`src/rtl/cronometro_ctrl.sv`:
```
// Countdown timer controller: BCD hh:mm:ss preset, run/pause/clear and a self-clearing
// alarm, with registered outputs feeding the text generator.
module cronometro_ctrl #(
  parameter int unsigned ALARM_TICKS = 30
) (
  input  logic       clk,
  input  logic       reset,
  input  logic       tick_1hz,
  input  logic       cfg_we,
  input  logic [7:0] cfg_hora,
  input  logic [7:0] cfg_min,
  input  logic [7:0] cfg_seg,
  input  logic       start,
  input  logic       stop,
  input  logic       ack,
  output logic [7:0] R_Cronometro_Hora,
  output logic [7:0] R_Cronometro_Minutos,
  output logic [7:0] R_Cronometro_Segundo,
  output logic       alarma,
  output logic       running
);

  localparam logic [7:0] AlarmTicks = 8'(ALARM_TICKS);

  typedef enum logic [1:0] {StIdle, StRun, StPause, StAlarm} state_e;

  state_e     state_q, state_d;
  logic [7:0] hora_q, hora_d, min_q, min_d, seg_q, seg_d;
  logic [7:0] alarm_cnt_q, alarm_cnt_d;
  logic       running_q, running_d, alarma_q, alarma_d;

  logic       preset_ok, count_nonzero;
  logic [7:0] hora_dec, min_dec, seg_dec;

  // 00 wraps to 59; callers only use the wrap on minutes and seconds.
  function automatic logic [7:0] bcd_dec(input logic [7:0] v);
    if (v == 8'h00)          return 8'h59;
    else if (v[3:0] == 4'd0) return {v[7:4] - 4'd1, 4'd9};
    else                     return v - 8'd1;
  endfunction

  always_comb begin
    preset_ok = (cfg_hora[3:0] <= 4'd9) && (cfg_min[3:0] <= 4'd9) && (cfg_seg[3:0] <= 4'd9) &&
                (cfg_min[7:4] <= 4'd5) && (cfg_seg[7:4] <= 4'd5) && (cfg_hora <= 8'h23);
    count_nonzero = (hora_q != 8'h00) || (min_q != 8'h00) || (seg_q != 8'h00);

    seg_dec  = bcd_dec(seg_q);
    min_dec  = (seg_q == 8'h00) ? bcd_dec(min_q) : min_q;
    hora_dec = ((seg_q == 8'h00) && (min_q == 8'h00)) ? bcd_dec(hora_q) : hora_q;
  end

  always_comb begin
    state_d     = state_q;
    hora_d      = hora_q;
    min_d       = min_q;
    seg_d       = seg_q;
    alarm_cnt_d = alarm_cnt_q;

    unique case (state_q)
      StIdle: begin
        // A strobe with an illegal preset is swallowed whole, so start is still blocked.
        if (cfg_we) begin
          if (preset_ok) begin
            hora_d = cfg_hora;
            min_d  = cfg_min;
            seg_d  = cfg_seg;
          end
        end else if (start && !stop && count_nonzero) begin
          state_d = StRun;
        end
      end
      StPause: begin
        if (cfg_we) begin
          if (preset_ok) begin
            hora_d  = cfg_hora;
            min_d   = cfg_min;
            seg_d   = cfg_seg;
            state_d = StIdle;
          end
        end else if (stop) begin
          hora_d  = 8'h00;
          min_d   = 8'h00;
          seg_d   = 8'h00;
          state_d = StIdle;
        end else if (start) begin
          state_d = StRun;
        end
      end
      StRun: begin
        if (stop) begin
          state_d = StPause;
        end else if (tick_1hz) begin
          hora_d = hora_dec;
          min_d  = min_dec;
          seg_d  = seg_dec;
          if ({hora_dec, min_dec, seg_dec} == 24'h000000) begin
            state_d     = StAlarm;
            alarm_cnt_d = 8'd0;
          end
        end
      end
      StAlarm: begin
        hora_d = 8'h00;
        min_d  = 8'h00;
        seg_d  = 8'h00;
        if (ack) begin
          state_d = StIdle;
        end else if (tick_1hz) begin
          alarm_cnt_d = alarm_cnt_q + 8'd1;
          if (alarm_cnt_q + 8'd1 == AlarmTicks) state_d = StIdle;
        end
      end
      default: state_d = StIdle;
    endcase

    running_d = (state_d == StRun);
    alarma_d  = (state_d == StAlarm);
  end

  always_ff @(posedge clk) begin
    if (reset) begin
      state_q     <= StIdle;
      hora_q      <= 8'h00;
      min_q       <= 8'h00;
      seg_q       <= 8'h00;
      alarm_cnt_q <= 8'd0;
      running_q   <= 1'b0;
      alarma_q    <= 1'b0;
    end else begin
      state_q     <= state_d;
      hora_q      <= hora_d;
      min_q       <= min_d;
      seg_q       <= seg_d;
      alarm_cnt_q <= alarm_cnt_d;
      running_q   <= running_d;
      alarma_q    <= alarma_d;
    end
  end

  assign R_Cronometro_Hora    = hora_q;
  assign R_Cronometro_Minutos = min_q;
  assign R_Cronometro_Segundo = seg_q;
  assign alarma               = alarma_q;
  assign running              = running_q;

endmodule
```
`config.mk`:
```
export PLATFORM = sky130hd
export DESIGN_NAME = cronometro_ctrl
export DESIGN_NICKNAME = d
export VERILOG_FILES = /design/src/rtl/cronometro_ctrl.sv
export SDC_FILE = /design/constraint.sdc
export NUM_CORES = 1
export LEC_CHECK = 0
export ABC_AREA = 1
export BUFFER_PORTS_ARGS = -buffer_cell sky130_fd_sc_hd__clkbuf_2
export CORE_ASPECT_RATIO = 2
export CORE_MARGIN = 4
export CORE_UTILIZATION = 40
export DETAILED_ROUTE_END_ITERATION = 12
export GPL_ROUTABILITY_DRIVEN = 0
export PLACE_DENSITY = 0.61
export REMOVE_ABC_BUFFERS = 1
export SYNTH_ARGS = -nofsm -noshare
export SYNTH_HDL_FRONTEND = slang
export SYNTH_SLANG_ARGS = --single-unit
```
`constraint.sdc`:
```
create_clock -name clk -period 6.1 [get_ports clk]
set_clock_uncertainty 0.2 [all_clocks]
set_input_delay 0.305 -clock clk [delete_from_list [all_inputs] [get_ports clk]]
set_output_delay 0.305 -clock clk [all_outputs]
set_load 0.005 [all_outputs]
```
==> impl_metrics.tcl, run 1 <==
set metrics [dict create \
    max-clock-path-buffers 2 \
    clock-root-buffer "clkbuf_16" \
    cts_hold_buf 0 \
    layout.cells.non_filler 608 \
    initialDrtViolationCount 168 \
    synth_cell_types 31 \
    wire_per_inst_um 13.3 \
    layout_worst_path_cycle_share 0.454 \
    layout_min_cycle_time_ps 2770 \
    fin_tns_setup_ps 0 \
    r2r-end "R_Cronometro_Minutos[1]" \
    cts_inserted_buffers 5 \
    row_count 42 \
    path_class "reg -> reg" \
    setup_viol 0 \
    firstDrtPassIters 4 \
    post-cts-setup-buffers 0 \
    peakVddDrop_mv 0.173 \
    dp_hpwl_mm 6.38 \
    avgSynthCellArea_sq_um 5.81 \
    num_io_pins 57 \
    worst_pin_slew_ps 1110 \
    ant_nets 0 \
    cts_sinks 36 \
    cts_resized 0 \
    outcome "finished, final reports clean" \
    holdPathStages 5 \
    drive_gt1_frac 0.152 \
    area_growth_pct 17.4 \
    overflow 0 \
    critPathLaunchType "flop" \
    wl_mm 8.11 \
    path_cells "inv_1 > nor2_1 > o21ai_0 > nand2_1 > a21oi_1 > buf_4 > nand2_1 > nand2_1 > a21oi_1" \
    vias_per_cell 4.93 \
    cp-end-kind "flop" \
    final_cell_mix "159 x nand2_1, 67 x nor2_1, 57 x inv_1" \
    die_y_um 124 \
    numPortBuffers 56 \
    reg2reg_from "state_q[0]" \
    antenna_found_initial 0 \
    via_count 2999 \
    min_from "cfg_seg[4]" \
    required_ps 6110 \
    die_area_sq_mm 0.00824 \
    cts_tree "built" \
    ff2ff_setup_slack_ps 3330 \
    clock.fmax_mhz 361 \
    fill_cells 762 \
    holdPathEnd "R_Cronometro_Segundo[4]" \
    max_cap_viol_count 0 \
    cp_slowest_cell "nand2_1" \
    postSynthRegisterBits 36 \
    path_common_cell "nand2_1" \
    powerDensity_mw_per_mm2 171 \
    coreArea_sq_mm 0.00662 \
    die_w_um 66.2 \
    final_net_count 556 \
    rr_worst_depth 9 \
    rsz0062_at_grt "false" \
    diodes 0 \
    crit_fanout 24 \
    drc 0 \
    grt_max_degree 27 \
    grt_pass1_vias 2848 \
    cts_max_level 2 \
    initial_core_util 0.410 \
    hold_violations 0 \
    drv_slew 0 \
    final_util 0.481 \
    slew_headroom 0.254 \
    final_common_cell "nand2_1" \
    seq_area_frac_synth 0.266 \
    cp_slowest_stage_delay_ps 660 \
    clk_latency_ps 280 \
    synthCells 467 \
    placedCellCount 601 \
    arrival_ps 2780 \
    power.leakage_uw 0.00157 \
    hold_path_class "in -> reg" \
    syn-cell-area_sq_mm 0.00271 \
    grt_pass1_wl_mm 13.1 \
    yosysWarnings 0 \
    grt_usage 0.204 \
    clk_pin_slew_ps 50 \
]
## metal layers
metal / track usage / routed length, um / up-vias
li1: - / - / 1581
met1: 0.199 / 2920 / 1345
met2: 0.400 / 4710 / 62
met3: 0.0325 / 319 / 11
met4: 0.0754 / 157 / 0
met5: 0 / 0 / -
## cells in the mapped netlist (all sizes together)
master / number / area share
dfxtp: 36 / 0.27
clkinv: 2 / 0.0032
nor4: 1 / 0.0023
nand4: 7 / 0.016
nand3: 26 / 0.050
a22o: 5 / 0.016
xnor2: 1 / 0.0032
nand3b: 1 / 0.0028
buf: 3 / 0.011
o21bai: 1 / 0.0028
ha: 5 / 0.023
o22ai: 4 / 0.0092
o32ai: 1 / 0.0032
inv: 57 / 0.079
a21oi: 36 / 0.066
xor2: 7 / 0.023
clkbuf: 8 / 0.011
o21ai: 23 / 0.042
nor3: 3 / 0.0055
or2: 1 / 0.0023
nor2: 75 / 0.12
nand2: 164 / 0.24
## flip-flops by register name, indices dropped and copies added, names as in the netlist
name                  flops
alarma                    1
state_q                   2
alarm_cnt_q               8
running                   1
R_Cronometro_Minutos      8
R_Cronometro_Hora         8
R_Cronometro_Segundo      8
## kinds of logic after synthesis
group / share of synthesized area
buf+inv: 0.104
compound gates: 0.140
fa+ha+maj: 0.0231
xor+xnor: 0.0258
simple gates: 0.441
flops: 0.266
## how the worst max path moves through the flow
| stage | start | endpoint | slack, ps |
|---|---|---|---|
| after floorplan | state_q[1] | R_Cronometro_Segundo[3] | 3490 |
| after global placement | cfg_hora[2] | R_Cronometro_Segundo[5] | 3270 |
| after detailed placement | cfg_hora[2] | R_Cronometro_Segundo[5] | 3210 |
| after CTS | state_q[0] | R_Cronometro_Minutos[1] | 3330 |
| after global routing | state_q[0] | R_Cronometro_Hora[0] | 2970 |
| final | state_q[0] | R_Cronometro_Minutos[1] | 3330 |
## power by group
group | total, uW | switching (uW) | internal (uW)
logic | 61.4 | 40.8 | 20.6
clock network | 246 | 97.4 | 148
registers | 238 | 1.64 | 236
total | 545 | 140 | 405
## cell type report
| cell class | instances | area (sq um) | area share |
|---|---|---|---|
| multi-input combinational | 361 | 1710 | 0.537 |
| sequential | 36 | 721 | 0.226 |
| timing repair buffer | 57 | 288 | 0.0904 |
| inverter | 59 | 223 | 0.0699 |
| clock buffer | 6 | 129 | 0.0405 |
| tap | 88 | 110 | 0.0346 |
| clock inverter | 1 | 5.00 | 0.00157 |
## through the flow
stage / hold WS (ps) / total power (uW) / setup WS (ps) / cell area, sq um
finish: 158 / 545 / 3330 / 3180
global route: 199 / 567 / 2970 / 3180
floorplan: 174 / 277 / 3490 / 2650
detailed placement: 293 / 305 / 3210 / 3050
CTS: 161 / 550 / 3330 / 3180
global placement: 286 / 305 / 3270 / 3050
## worst max-delay path: cells and delay by family (launching register included)
family / cells / cell delay, ps
compound gates: 3 / 400
buf+inv: 2 / 280
flops: 1 / 390
simple gates: 4 / 1410
Power figures use the tool's default switching activity.
==> run 2, diff against run 1 <==
--- a/config.mk
+++ b/config.mk
@@ -5,14 +5,14 @@
 export SDC_FILE = /design/constraint.sdc
 export NUM_CORES = 1
 export LEC_CHECK = 0
-export ABC_AREA = 1
+export ABC_AREA = 0
 export BUFFER_PORTS_ARGS = -buffer_cell sky130_fd_sc_hd__clkbuf_2
 export CORE_ASPECT_RATIO = 2
 export CORE_MARGIN = 4
 export CORE_UTILIZATION = 40
 export DETAILED_ROUTE_END_ITERATION = 12
 export GPL_ROUTABILITY_DRIVEN = 0
-export PLACE_DENSITY = 0.61
+export PLACE_DENSITY = 0.62
 export REMOVE_ABC_BUFFERS = 1
 export SYNTH_ARGS = -nofsm -noshare
 export SYNTH_HDL_FRONTEND = slang
==> constraint.sdc (replaced) <==
create_clock -name clk -period 2.6 [get_ports clk]
set_clock_uncertainty 0.2 [all_clocks]
set_input_delay 0.13 -clock clk [delete_from_list [all_inputs] [get_ports clk]]
set_output_delay 0.13 -clock clk [all_outputs]
set_load 0.005 [all_outputs]
==> impl_metrics.tcl, run 2 <==
set metrics [dict create \
    yosys-top-cells-count "52 x nor2_1, 36 x dfxtp_1, 23 x nand2_1" \
    drive_gt1_frac 0.319 \
    clock-root-buffer "clkbuf_16" \
    grt_max_degree 21 \
    drc 0 \
    clk_latency_ps 280 \
    place_area_sq_mm 0.00321 \
    hold_violations 0 \
    crit_fanout 8 \
    fin_tns_setup_ps 0 \
    drv_slew 0 \
    required_ps 2550 \
    max_cap_viol_count 0 \
    layout_min_cycle_time_ps 2570 \
    setup_viol 0 \
    reg2reg_from "R_Cronometro_Minutos[5]" \
    slew_headroom 0.651 \
    peakVddDrop_mv 0.362 \
    area_growth_pct 34.6 \
    hold_path_class "in -> reg" \
    wl_mm 8.82 \
    layout_worst_path_cycle_share 0.990 \
    powerDensity_mw_per_mm2 372 \
    final_cell_mix "56 x clkbuf_2, 52 x nor2_1, 47 x buf_4" \
    synthFlopType "dfxtp_1" \
    crit_start "R_Cronometro_Minutos[5]" \
    yosysTopAreaCellShare 0.275 \
    synth_cell_types 58 \
    firstDrtPassIters 4 \
    final_net_count 468 \
    initial_core_util 0.411 \
    final-seq-area_sq_um 722 \
    rsz0062_at_grt "true" \
    die_y_um 122 \
    critPathLaunchType "flop" \
    grt_pass1_wl_mm 14.0 \
    yosysMostFrequentCell "nor2_1" \
    cts_tree "built" \
    yosysWarnings 0 \
    min_from "cfg_min[2]" \
    numPortBuffers 56 \
    path_class "reg -> reg" \
    cp-end-kind "flop" \
    synthCells 343 \
    vias_per_cell 5.80 \
    pre_cts_ws_ps -41.8 \
    row_count 41 \
    dp_hpwl_mm 7.05 \
    grt_pass1_vias 3006 \
    final_common_cell "clkbuf_2" \
    worst_pin_slew_ps 522 \
    synth_largest_area_cell "dfxtp_1" \
    async_reset_ff_frac 0 \
    clock.fmax_mhz 389 \
    grt_usage 0.228 \
    diodes 0 \
    num_io_pins 57 \
    cts_sinks 36 \
    syn-cell-area_sq_mm 0.00262 \
    die_w_um 65.2 \
    setup_slack_ps 26.1 \
    via_count 3004 \
    ff2ff_setup_slack_ps 30 \
    wire_per_inst_um 17.0 \
    final_util 0.554 \
    die_area_sq_mm 0.00798 \
    fill_cells 655 \
    antenna_found_initial 0 \
    whs_ps 8.79 \
    synth.area.top_cells "dfxtp_1 28%, nor2_1 7.5%, a22oi_1 6.0%, o2bb2ai_1 3.3%, nand2_1 3.3%" \
    arrival_ps 2520 \
    avgSynthCellArea_sq_um 7.63 \
    max-clock-path-buffers 2 \
    multi_input_area_sq_mm 0.00184 \
    postSynthRegisterBits 36 \
    cts_max_level 2 \
    power.leakage_uw 0.00152 \
    ant_nets 0 \
    initialDrtViolationCount 118 \
    overflow 0 \
    synth_edf_count 0 \
    coreArea_sq_mm 0.00636 \
    final_cell_area_sq_mm 0.00352 \
    clk_pin_slew_ps 60 \
    outcome "finished, final reports clean" \
    cts_inserted_buffers 5 \
    seq_area_frac_synth 0.275 \
]
## run 2: kinds of logic (layout without fill, tap and decap cells)
| family | after synthesis | count (layout) | synth area share |
|---|---|---|---|
| muxes | 6 | 6 | 0.0244 |
| buffers and inverters | 43 | 132 | 0.0741 |
| xor gates and xnor gates | 9 | 9 | 0.0301 |
| AOI/OAI and AO/OA | 100 | 100 | 0.278 |
| adders and majority gates | 5 | 5 | 0.0239 |
| DFF | 36 | 36 | 0.275 |
| and+or+nand+nor | 144 | 144 | 0.294 |
## run 2: area by class of cell
| cell class | count | area share |
|---|---|---|
| multi-input combinational | 264 | 0.522 |
| inverter | 21 | 0.0224 |
| clock inverter | 1 | 0.00142 |
| timing repair buffer | 104 | 0.183 |
| clock buffer | 6 | 0.0366 |
| tap | 86 | 0.0305 |
| sequential | 36 | 0.205 |
## run 2: worst paths after layout
kind | end | depth (start not counted)
max | alarm_cnt_q[4] | 12
min | R_Cronometro_Minutos[2] | 4
max reg2reg | alarm_cnt_q[4] | 12
min reg2reg | alarm_cnt_q[7] | 1
## run 2: routing by layer
metal,track usage,share of wire,routed length (um)
met5,0,0,0
met4,0.169,0.058,510
met3,0.0476,0.036,320
met2,0.434,0.58,5090
met1,0.201,0.33,2900
## run 2: through the flow
stage / std cells / power [uW]
after global routing: 518 / 1360
after CTS: 517 / 1310
after global placement: 505 / 728
final: 518 / 1310
after detailed placement: 505 / 728
after floorplan: 321 / 645
## run 2: worst max-delay path: stages, from the launching register on
cell and delay, ps:
dfxtp_1 340, inv_1 50, ha_2 180, nor4b_4 130, buf_4 160, nand4_4 90
buf_4 120, buf_4 120, nand2b_4 120, nand4_1 80, or3_4 410, o21ai_4 280
a311oi_2 150
## run 2: timing repair
item	in CTS	in global routing
hold endpoints to repair	1	0
setup endpoints to repair	8	14
setup buffers	4	1
pin swaps	7	15
hold buffers	1	0
gates cloned	0	0
resized for setup	12	15
## run 2: report_power, final
| part | total (uW) | internal (uW) | leakage [uW] | switching [uW] |
|---|---|---|---|---|
| Combinational | 180 | 81.2 | 0.00116 | 98.7 |
| Sequential | 559 | 555 | 0.000290 | 3.82 |
| Clock | 571 | 348 | 0.0000667 | 223 |
| Total | 1310 | 984 | 0.00152 | 326 |
==> run 3, diff against run 2 <==
--- a/config.mk
+++ b/config.mk
@@ -9,10 +9,10 @@
 export BUFFER_PORTS_ARGS = -buffer_cell sky130_fd_sc_hd__clkbuf_2
 export CORE_ASPECT_RATIO = 2
 export CORE_MARGIN = 4
-export CORE_UTILIZATION = 40
+export CORE_UTILIZATION = 55
 export DETAILED_ROUTE_END_ITERATION = 12
 export GPL_ROUTABILITY_DRIVEN = 0
-export PLACE_DENSITY = 0.62
+export PLACE_DENSITY = 0.81
 export REMOVE_ABC_BUFFERS = 1
 export SYNTH_ARGS = -nofsm -noshare
 export SYNTH_HDL_FRONTEND = slang
==> impl_metrics.tcl, run 3 (synthesis gave the netlist of run 2 again) <==
set metrics [dict create \
    outcome "finished with violations" \
    failed_checks "negative setup slack" \
    grt_max_degree 37 \
    worst_pin_slew_ps 812 \
    powerDensity_mw_per_mm2 332 \
    clk_latency_ps 300 \
    antenna_found_initial 0 \
    path_class "reg -> reg" \
    crit_fanout 8 \
    final_cell_area_sq_mm 0.00353 \
    clock.fmax_mhz 373 \
    arrival_ps 2630 \
    row_count 35 \
    via_count 3246 \
    drc 0 \
    ff2ff_setup_slack_ps -80 \
    holdPathStages 4 \
    cp-end-kind "flop" \
    die_w_um 56.8 \
    final_net_count 474 \
    max-clock-path-buffers 2 \
    wl_mm 9.59 \
    rsz0062_at_grt "true" \
    critPathLaunchType "flop" \
    wire_per_inst_um 19.4 \
    hold_path_class "in -> reg" \
    die_area_sq_mm 0.00599 \
    drv_slew 0 \
    slew_headroom 0.458 \
    rr_worst_depth 8 \
    drive_gt1_frac 0.333 \
    ant_nets 0 \
    holdPathEnd "R_Cronometro_Hora[4]" \
    grt_usage 0.290 \
    layout_worst_path_cycle_share 1.03 \
    die_y_um 106 \
    initial_core_util 0.569 \
    grt_pass1_vias 3147 \
    cts_inserted_buffers 5 \
    min_from "cfg_hora[4]" \
    required_ps 2550 \
    overflow 0 \
    setup_slack_ps -83.9 \
    reg2reg_from "R_Cronometro_Segundo[0]" \
    hold_violations 0 \
    cts_max_level 2 \
    max_cap_viol_count 0 \
    place_area_sq_mm 0.00315 \
    dp_hpwl_mm 6.43 \
    clk_pin_slew_ps 80 \
    fill_cells 318 \
    layout.cells.non_filler 494 \
    vias_per_cell 6.57 \
    cts_tree "built" \
    diodes 0 \
    clock-root-buffer "clkbuf_8" \
    peakVddDrop_mv 0.426 \
    firstDrtPassIters 5 \
    cts_sinks 36 \
    placedCellCount 472 \
    r2r-end "alarm_cnt_q[4]" \
    final_common_cell "clkbuf_2" \
    numPortBuffers 56 \
    layout_min_cycle_time_ps 2680 \
    setup_viol 8 \
    grt_pass1_wl_mm 13.9 \
    whs_ps 2.42 \
    coreArea_sq_mm 0.00460 \
    power.leakage_uw 0.00153 \
    final_cell_mix "56 x clkbuf_2, 51 x nor2_1, 46 x buf_4" \
    initialDrtViolationCount 251 \
    num_io_pins 57 \
    area_growth_pct 34.8 \
]
run 3: cell count changes in the layout (fill, tap and decap cells not counted), sizes merged:
| cell | delta |
|---|---|
| clkbuf | +1 |
| dlygate4sd3 | +6 |
| clkinvlp | +1 |
| clkinv | -1 |
run 3: final cells by class:
type	count	area, sq um	share of cell area
clock buffers	7	86.3	0.0245
well taps	55	68.8	0.0195
clock inverters	1	7.51	0.00213
multi-input cells	264	1850	0.524
inverters	21	78.8	0.0223
flip-flops and latches	36	729	0.207
repair buffers	110	707	0.200
run 3: timing repair:
| item | in CTS | in global routing |
|---|---|---|
| resized for setup | 4 | 34 |
| endpoints found under the hold margin | 7 | 0 |
| pin swaps | 1 | 10 |
| hold buffers | 7 | 0 |
| buffers inserted | 1 | 6 |
| setup endpoints to repair | 8 | 13 |
run 3: worst max path at each step:
| stage | from | to | cells past startpoint |
|---|---|---|---|
| finish | R_Cronometro_Segundo[0] | alarm_cnt_q[4] | 8 |
| global route | R_Cronometro_Segundo[0] | alarm_cnt_q[4] | 8 |
| CTS | R_Cronometro_Minutos[4] | alarm_cnt_q[4] | 10 |
| detailed placement | R_Cronometro_Segundo[5] | alarm_cnt_q[4] | 9 |
| global placement | R_Cronometro_Segundo[5] | alarm_cnt_q[7] | 9 |
| floorplan | R_Cronometro_Segundo[0] | alarm_cnt_q[2] | 7 |
run 3: layer usage:
metal	routed length, um	track usage	part of all wire	up-vias
met5	0	0	0	-
met4	775	0.201	0.081	0
met3	691	0.0417	0.072	84
met2	5040	0.539	0.53	215
met1	3080	0.280	0.32	1486
li1	-	-	-	1461
run 3: stage by stage:
stage                     utilization  setup TNS [ps]  setup WS, ps  power, uW
after global placement          0.685               0          9.00        722
after floorplan                     -           -1510          -124        645
after CTS                       0.726               0          9.76       1150
final                           0.767            -426         -83.9       1170
after detailed placement        0.685            -403         -94.3        724
after global routing            0.767           -2720          -324       1210
run 3: critical path: stages (launching register included):
cell,delay [ps]
dfxtp_1,410
buf_4,200
nor4b_1,350
nand3_1,180
nor3_1,250
nand4_1,140
or3_4,370
o21ai_4,280
a311oi_2,150
run 3: power by group:
group / switching [uW] / internal (uW)
Combinational: 103 / 81.8
Sequential: 4.22 / 554
Clock: 214 / 216
Total: 321 / 851
